File: config.mk
export PLATFORM = sky130hd
export DESIGN_NAME = riscv_mem_arbiter
export DESIGN_NICKNAME = d
export VERILOG_FILES = /design/src/rtl/riscv_mem_arbiter.sv
export SDC_FILE = /design/constraint.sdc
export NUM_CORES = 1
export LEC_CHECK = 0
export ABC_AREA = 1
export CORE_ASPECT_RATIO = 0.9
export CORE_MARGIN = 2
export CORE_UTILIZATION = 43
export DETAILED_ROUTE_END_ITERATION = 12
export PLACE_DENSITY = 0.89
export RECOVER_POWER = 25
export SLEW_MARGIN = 20
export SYNTH_ARGS = -nofsm -noshare
export SYNTH_HDL_FRONTEND = slang
export SYNTH_SLANG_ARGS = --single-unit
File: constraint.sdc
create_clock -name iclk -period 2.2 [get_ports iclk]
set_input_delay 0.22 -clock iclk [delete_from_list [all_inputs] [get_ports iclk]]
set_output_delay 0.22 -clock iclk [all_outputs]
set_load 0.005 [all_outputs]
File: src/rtl/riscv_mem_arbiter.sv
`default_nettype none
// +--------------------------------------------------------------------------+
// | riscv_mem_arbiter: fetch/data arbiter for one shared single-port memory   |
// | Revision: 1.0                                                             |
// +--------------------------------------------------------------------------+
module riscv_mem_arbiter #(
  parameter int MP_DATA_WIDTH    = 32,
  parameter int MP_ADDR_WIDTH    = 32,
  parameter int MP_MAX_DM_STREAK = 4,
  parameter int MP_TIMEOUT       = 255
) (
  input  logic                     iclk,
  input  logic                     irst_n,
  input  logic                     iif_req,
  input  logic [MP_ADDR_WIDTH-1:0] iif_addr,
  output logic [MP_DATA_WIDTH-1:0] oif_rdata,
  output logic                     oif_valid,
  output logic                     ostall_if,
  input  logic                     idm_req,
  input  logic                     idm_wr_en,
  input  logic [1:0]               idm_wr_be,
  input  logic [MP_ADDR_WIDTH-1:0] idm_addr,
  input  logic [MP_DATA_WIDTH-1:0] idm_wr_data,
  output logic [MP_DATA_WIDTH-1:0] odm_rdata,
  output logic                     odm_valid,
  output logic                     ostall_dm,
  output logic                     omem_req,
  output logic [MP_ADDR_WIDTH-1:0] omem_addr,
  output logic                     omem_wr_en,
  output logic [1:0]               omem_wr_be,
  output logic [MP_DATA_WIDTH-1:0] omem_wr_data,
  input  logic                     imem_ack,
  input  logic [MP_DATA_WIDTH-1:0] imem_rd_data,
  output logic                     otimeout
);

  localparam int c_STREAK_W = $clog2(MP_MAX_DM_STREAK + 1);
  localparam int c_TMO_W    = $clog2(MP_TIMEOUT + 1);
  localparam logic [c_STREAK_W-1:0] c_MAX_STREAK = c_STREAK_W'(MP_MAX_DM_STREAK);
  localparam logic [c_TMO_W-1:0]    c_TMO_LAST   = c_TMO_W'(MP_TIMEOUT - 1);

  typedef enum logic [1:0] {
    IDLE    = 2'd0,
    IF_BUSY = 2'd1,
    DM_BUSY = 2'd2
  } state_t;

  state_t                  r_state;
  logic [c_STREAK_W-1:0]   r_streak;
  logic [c_TMO_W-1:0]      r_tcnt;

  logic w_if_req;
  logic w_dm_req;
  logic w_pick_dm;
  logic w_expire;

  // A port that is completing this cycle is masked: its requester still
  // holds the old request until it has seen the valid pulse.
  assign w_if_req  = iif_req & ~oif_valid;
  assign w_dm_req  = idm_req & ~odm_valid;
  assign w_pick_dm = w_dm_req & (~w_if_req | (r_streak != c_MAX_STREAK));
  assign w_expire  = (r_tcnt == c_TMO_LAST);

  assign ostall_if = w_if_req;
  assign ostall_dm = w_dm_req;

  always_ff @(posedge iclk or negedge irst_n) begin
    if (!irst_n) begin
      r_state      <= IDLE;
      r_streak     <= '0;
      r_tcnt       <= '0;
      omem_req     <= 1'b0;
      omem_addr    <= '0;
      omem_wr_en   <= 1'b0;
      omem_wr_be   <= 2'b00;
      omem_wr_data <= '0;
      oif_rdata    <= '0;
      oif_valid    <= 1'b0;
      odm_rdata    <= '0;
      odm_valid    <= 1'b0;
      otimeout     <= 1'b0;
    end else begin
      oif_valid <= 1'b0;
      odm_valid <= 1'b0;
      otimeout  <= 1'b0;
      case (r_state)
        IDLE: begin
          if (w_pick_dm) begin
            r_state      <= DM_BUSY;
            r_tcnt       <= '0;
            omem_req     <= 1'b1;
            omem_addr    <= idm_addr;
            omem_wr_en   <= idm_wr_en;
            omem_wr_be   <= idm_wr_be;
            omem_wr_data <= idm_wr_data;
            if (iif_req) begin
              if (r_streak != c_MAX_STREAK) r_streak <= r_streak + 1'b1;
            end else begin
              r_streak <= '0;
            end
          end else if (w_if_req) begin
            r_state      <= IF_BUSY;
            r_tcnt       <= '0;
            r_streak     <= '0;
            omem_req     <= 1'b1;
            omem_addr    <= iif_addr;
            omem_wr_en   <= 1'b0;
            omem_wr_be   <= 2'b00;
            omem_wr_data <= '0;
          end
        end
        IF_BUSY, DM_BUSY: begin
          // An ack on the last allowed cycle still completes normally.
          if (imem_ack || w_expire) begin
            r_state  <= IDLE;
            omem_req <= 1'b0;
            otimeout <= ~imem_ack;
            if (r_state == IF_BUSY) begin
              oif_valid <= 1'b1;
              oif_rdata <= imem_ack ? imem_rd_data : '0;
            end else begin
              odm_valid <= 1'b1;
              odm_rdata <= (imem_ack && !omem_wr_en) ? imem_rd_data : '0;
            end
          end else begin
            r_tcnt <= r_tcnt + 1'b1;
          end
        end
        default: r_state <= IDLE;
      endcase
    end
  end

endmodule
`default_nettype wire

==> run metrics, run 1 <==
Leak=between 4 and 5 nW; unique cell type count in the Yosys netlist=27; worst hold stages=3; port bufs=roughly 270; cell depth of the worst flop-to-flop path=10; CP Capture Type=flop; HP Class=in -> reg; Die Wd=135 um; # H-tree levels=4; gr ovfl total=0; share of the yosys chip area belonging to registers=around 56%; total CTS buffers=17; final setup TNS=0 ns; I/O Pins=273; Peak VDD IR=between 0.8 and 0.9 mV; GRT Util Overall=~25%; crit-path max FO=51; DR DRC count=0; max cap viols=0; crit path launch type=flop; via density per instance=roughly 5.1; Worst-path clk slew=about 0.06 ns; Crit. Startpoint=r_tcnt[0]; Pwr per Cell Area=1330 mW/mm2; row count=between 40 and 50; DPL Wire Length=between 10 and 15 mm; Peak Freq=roughly 0.53 GHz; Avg WL per Cell=between 15 and 20 um; Top cell by count, worst path=nand2_1; WL final=20.3 mm; Clock Skew=0.00646 ns; syn nets=891; part of the cycle the worst path needs=85.9%; TritonRoute pass-1 iters=5; final hold viol count=0; Critical-path top delay cell=buf_4; Setup WS pre-CTS=0.302 ns; Syn Inst Count=roughly 750; initial antenna violation count=0; later-pin clock latency in the skew report=0.42 ns; ANT cells=0; Synthesis Warnings=0; min setup slack post-route=0.311 ns; required time of the critical path=2.53 ns; syn avg cell area=8.81 um2; DR iter-0 viols=between 500 and 600; setup violators final=0; area delta synth->final=52.8%; first-pass GRT wire length=around 32 mm; Crit path largest cell delay=0.51 ns; Nets=around 1,200; largest net degree at the start of global routing=67; core outline area=0.0149 mm2; total number of vias=6,214; Final min period=1.89 ns; starting density of the core=44.3%; max_slew headroom=between 15 and 20%; WP data arrival=2.22 ns; Final Wtd Congestion=around 0.87; # resized after CTS=0; outcome=finished clean; Hold Startpoint=idm_addr[24]; RR Startpoint=r_tcnt[0]; Max clock buf depth=2; CTS tree=built; RSZ-0062 raised after global routing=false; DIE HEIGHT=roughly 120 um; Max Slew Vio Count=0; number of global-route vias before repair=between 6,000 and 7,000; Die ar.=~0.016 mm2; synthesized cell area=between 0.006 and 0.007 mm2; Synth Register Bits=approximately 150; Final ANT Viol Nets=0; CTS root buffer=clkbuf_16; share of layout cells above drive strength 1=between 10% and 20%; Worst-Margin Slew=approximately 1.3 ns; crit path kind=reg -> reg; worst-path cell chain=inv_1, ha_1, nand2_1, nor2_1, nand2_2, nand2_4, nand3_2, buf_4, nand2_1, o21ai_1; clk sinks=approximately 150
through the flow:
stage	utilization [%]	hold slack [ns]	instances	power, mW	area, um2
final	67.8	0.348	1221	13.4	10100
after global routing	67.8	0.347	1221	14.2	10100
after CTS	67.9	0.306	1221	13.5	10100
after detailed placement	63.5	0.186	1188	10.3	9450
after global placement	63.5	0.189	1188	10.1	9450
after floorplan	-	-0.0756	749	7.07	6600
cells in the final DEF (no fill, tap or decap), types with 2 or more instances in the layout:
cell               n
nand2_1          286
clkdlybuf4s50_1  271
dfrtp_1          148
a21oi_1           66
o21ai_2           47
nand3_1           45
nor2_1            42
inv_1             22
o21ai_1           18
clkbuf_16         17
buf_4              9
o21ai_0            7
ha_1               6
bufinv_16          4
clkinvlp_4         4
buf_12             4
nand2_2            3
nand3_2            2
inv_2              2
nand4_1            2
clkbuf_8           2
clkinv_2           2
power breakdown:
part           switching [mW]  internal, mW
clock                    1.13          1.96
combinational            2.78          2.99
sequential              0.699          3.85
total                    4.61          8.80
cell usage after synthesis (all sizes together):
library cell | instances | area, um2
a21oi | 66 | 330
buf | 28 | 229
clkbuf | 17 | 63.8
dfrtp | 148 | 3700
ha | 6 | 75.1
inv | 24 | 90.1
nand2 | 290 | 1100
nand3 | 47 | 245
nand3b | 1 | 7.51
nand4 | 2 | 12.5
nor2 | 44 | 173
nor3 | 1 | 5.00
nor3b | 1 | 7.51
o21ai | 72 | 537
or2 | 1 | 6.26
xnor2 | 1 | 8.76
cell families after synthesis:
family	Yosys count	synth area share, %
compound gates	138	13.1
xor+xnor	1	0.133
fa+ha+maj	6	1.14
buf+inv	69	5.81
flops	148	56.2
simple gates	387	23.6
worst paths after layout:
kind                               endpoint  slack [ns]
setup / recovery              odm_rdata[31]        0.31
min in group asynchronous      odm_rdata[6]        0.60
max in group asynchronous  omem_wr_data[17]        0.44
hold reg to reg            omem_wr_data[25]        0.48
setup reg to reg              odm_rdata[31]        0.31
hold / removal                omem_addr[24]        0.35
worst max-delay path: cells and delay by family (launching register included):
family          cells  cell delay, ns
compound gates      1            0.12
fa+ha+maj           1            0.21
simple gates        6            0.47
flops               1            0.40
buf+inv             2            0.60
registers in the layout, indices dropped and copies added (netlist names):
signal,count
odm_valid,1
omem_wr_en,1
otimeout,1
r_streak,3
odm_rdata,32
omem_addr,32
omem_wr_be,2
r_tcnt,8
oif_valid,1
oif_rdata,32
r_state,2
omem_req,1
omem_wr_data,32
metal layers:
layer	routed length (um)	track usage, %
met1	8250	31.5
met2	10200	41.2
met3	1200	6.31
met4	671	10.7
met5	0	0
layout make-up:
cell class              instances  area, um2
clock buffers                  20        457
clock inverters                12        178
fillers                      1166       4800
inverters                      24       90.1
multi-input cells             532       2510
flip-flops and latches        148       3700
well taps                     198        248
repair buffers                287       2890
timing repair:
action,4_1_cts,5_1_grt
hold buffers,1,0
endpoints found under the hold margin,46,0
setup buffers,0,0
(Power assumes the default switching activity.)
==> run 2, diff against run 1 <==
--- a/config.mk
+++ b/config.mk
@@ -8,9 +8,9 @@
 export ABC_AREA = 1
 export CORE_ASPECT_RATIO = 0.9
 export CORE_MARGIN = 2
-export CORE_UTILIZATION = 43
+export CORE_UTILIZATION = 40
 export DETAILED_ROUTE_END_ITERATION = 12
-export PLACE_DENSITY = 0.89
+export PLACE_DENSITY = 0.85
 export RECOVER_POWER = 25
 export SLEW_MARGIN = 20
 export SYNTH_ARGS = -nofsm -noshare
==> run metrics, run 2 (synthesis gave the netlist of run 1 again) <==
Critical-path top delay cell=buf_4 (unchanged); Final min period=1.93 ns (was 1.89 ns); crit path launch type=flop (unchanged); DPL Wire Length=13.5 mm (was 14.2 mm); WP data arrival=2.27 ns (was 2.22 ns); cell depth of the worst flop-to-flop path=10 (unchanged); Hold Startpoint=idm_addr[16] (was idm_addr[24]); TritonRoute pass-1 iters=5 (unchanged); ANT cells=0 (unchanged); Top delay family on crit path=buffers and inverters (unchanged); area delta synth->final=52.5% (was 52.8%); largest net degree at the start of global routing=67 (unchanged); RR Startpoint=r_tcnt[0] (unchanged); RSZ-0062 raised after global routing=false (unchanged); Setup WS pre-CTS=0.191 ns (was 0.302 ns); later-pin clock latency in the skew report=0.42 ns (about the same); total number of vias=6,097 (was 6,214); Peak Freq=0.518 GHz (was 0.529 GHz); Post-DP Area=0.00945 mm2 (about the same); CTS tree=built (unchanged); worst hold stages=3 (unchanged); Post-CTS Setup Inserts=0 (unchanged); GRT Util Overall=22.5% (was 25.1%); Die Wd=139 um (was 135 um); Top cell by count, worst path=nand2_1 (unchanged); Pwr per Cell Area=1320 mW/mm2 (was 1330 mW/mm2); failing checks=capacitance limit; number of global-route vias before repair=5,965 (was 6,185); Die ar.=0.0175 mm2 (was 0.0163 mm2); DIE HEIGHT=126 um (was 121 um); Crit. Startpoint=r_tcnt[0] (unchanged); Layout fillers=1,302 (was 1,166); gr ovfl total=0 (unchanged); row count=44 (was 42); HP Class=in -> reg (unchanged); crit path kind=reg -> reg (unchanged); clk sinks=148 (unchanged); WHS=0.348 ns (about the same); CTS root buffer=clkbuf_16 (unchanged); GR Util met3=5.93% (was 6.31%); share of layout cells above drive strength 1=9.98% (was 10.2%); CP Capture Type=flop (unchanged); Worst-path clk slew=0.06 ns (about the same); Final ANT Viol Nets=0 (unchanged); I/O Pins=273 (unchanged); initial antenna violation count=0 (unchanged); crit-path max FO=64 (was 51); outcome=complete, but fails checks (was finished clean); register area=0.00370 mm2 (unchanged); final hold viol count=0 (unchanged); required time of the critical path=2.54 ns (was 2.53 ns); area occupied by multi-input gates=0.00251 mm2 (unchanged); WL final=19.4 mm (was 20.3 mm); first-pass GRT wire length=31.4 mm (was 31.8 mm); Crit path largest cell delay=0.61 ns (was 0.51 ns); worst r2r dst=oif_rdata[10] (was odm_rdata[31]); max cap viols=1 (was 0); starting density of the core=40.9% (was 44.3%); layer carrying the most global-route usage=met2 (unchanged); flop-to-flop setup slack=0.27 ns (was 0.31 ns); total CTS buffers=17 (unchanged); M1 GR Usage=29.6% (was 31.5%); DR iter-0 viols=489 (was 587); Clock Skew=0.0129 ns (was 0.00646 ns); Final Cell Area=0.0101 mm2 (about the same); Peak VDD IR=0.693 mV (was 0.803 mV); Max clock buf depth=2 (unchanged); worst-path cell chain=inv_1, ha_1, nand2_1, nor2_1, nand2_2, nand2_4, nand3_2, buf_4, nand2_1, o21ai_2 (was inv_1, ha_1, nand2_1, nor2_1, nand2_2, nand2_4, nand3_2, buf_4, nand2_1, o21ai_1); DR DRC count=0 (unchanged); Avg WL per Cell=15.8 um (was 16.6 um); most frequent cells in the layout=286 x nand2_1, 271 x clkdlybuf4s50_1, 148 x dfrtp_1, 66 x a21oi_1, 47 x o21ai_2 (unchanged); Leak=4.56 nW (about the same); Final Wtd Congestion=0.871 (was 0.866); Max Slew Vio Count=0 (unchanged); hold path endpoint=omem_addr[16] (was omem_addr[24]); CP bufs+invs=2 (unchanged); part of the cycle the worst path needs=87.8% (was 85.9%); # H-tree levels=4 (unchanged); via density per instance=4.96 (was 5.09); final setup TNS=0 ns (unchanged); core outline area=0.0161 mm2 (was 0.0149 mm2); port bufs=272 (unchanged); setup violators final=0 (unchanged); Worst-Margin Slew=1.50 ns (was 1.25 ns); commonest non-fill, non-tap cell in the layout=nand2_1 (unchanged); max_slew headroom=0.319% (was 16.4%); final core area utilization=62.4% (was 67.8%); min setup slack post-route=0.269 ns (was 0.311 ns); GR Util met2=35.4% (was 41.2%); Nets=1,151 (was 1,152)
==> run 2: cell count changes in the layout (fill, tap and decap cells not counted), sizes merged <==
cell,previous run,this run
clkbuf,21,22
clkinv,3,4
buf,14,12
clkinvlp,4,3
==> run 2: cell type report <==
cell class	count	area share [%]
Inverter	24	0.896
Sequential cell	148	36.8
Multi-Input combinational cell	532	25.0
Clock buffer	20	4.44
Timing Repair Buffer	286	28.5
Clock inverter	12	1.78
Tap cell	207	2.57
==> run 2: worst max-delay path by stage <==
stage | end | slack (ns) | depth (start not counted)
after floorplan | omem_wr_be[0] | 0.65 | 9
after global placement | omem_addr[14] | 0.30 | 7
after detailed placement | omem_addr[5] | 0.19 | 7
after CTS | oif_rdata[26] | 0.28 | 10
after global routing | oif_rdata[7] | 0.08 | 3
final | oif_rdata[10] | 0.27 | 10
==> run 2: metrics by stage <==
step	std cells	power, mW
6_report	1229	13.3
4_1_cts	1229	13.4
2_1_floorplan	749	7.07
5_1_grt	1229	14.2
3_5_place_dp	1196	10.3
3_3_place_gp	1196	10.1
==> run 2: power by group <==
| group | switching (mW) | total [mW] | internal [mW] |
|---|---|---|---|
| Clock | 1.13 | 3.06 | 1.93 |
| Combinational | 2.78 | 5.75 | 2.97 |
| Sequential | 0.645 | 4.49 | 3.85 |
==> run 2: layer usage <==
layer | vias up | wire [um] | share of wire, %
li1 | 2926 | - | -
met1 | 2914 | 8340 | 43
met2 | 214 | 9350 | 48
met3 | 43 | 1140 | 5.9
met4 | 0 | 603 | 3.1
met5 | - | 0 | 0
==> run 2: what timing repair did <==
action / 4_1_cts / 5_1_grt
hold endpoints to repair: 55 / 0
resized for setup: 0 / 0
endpoints found under the setup margin: 0 / 0
hold buffers: 1 / 0
==> run 2: worst min-delay path: stages <==
cell and delay (ns):
clkdlybuf4s50_1 0.39, nand2_1 0.06, a21oi_1 0.06
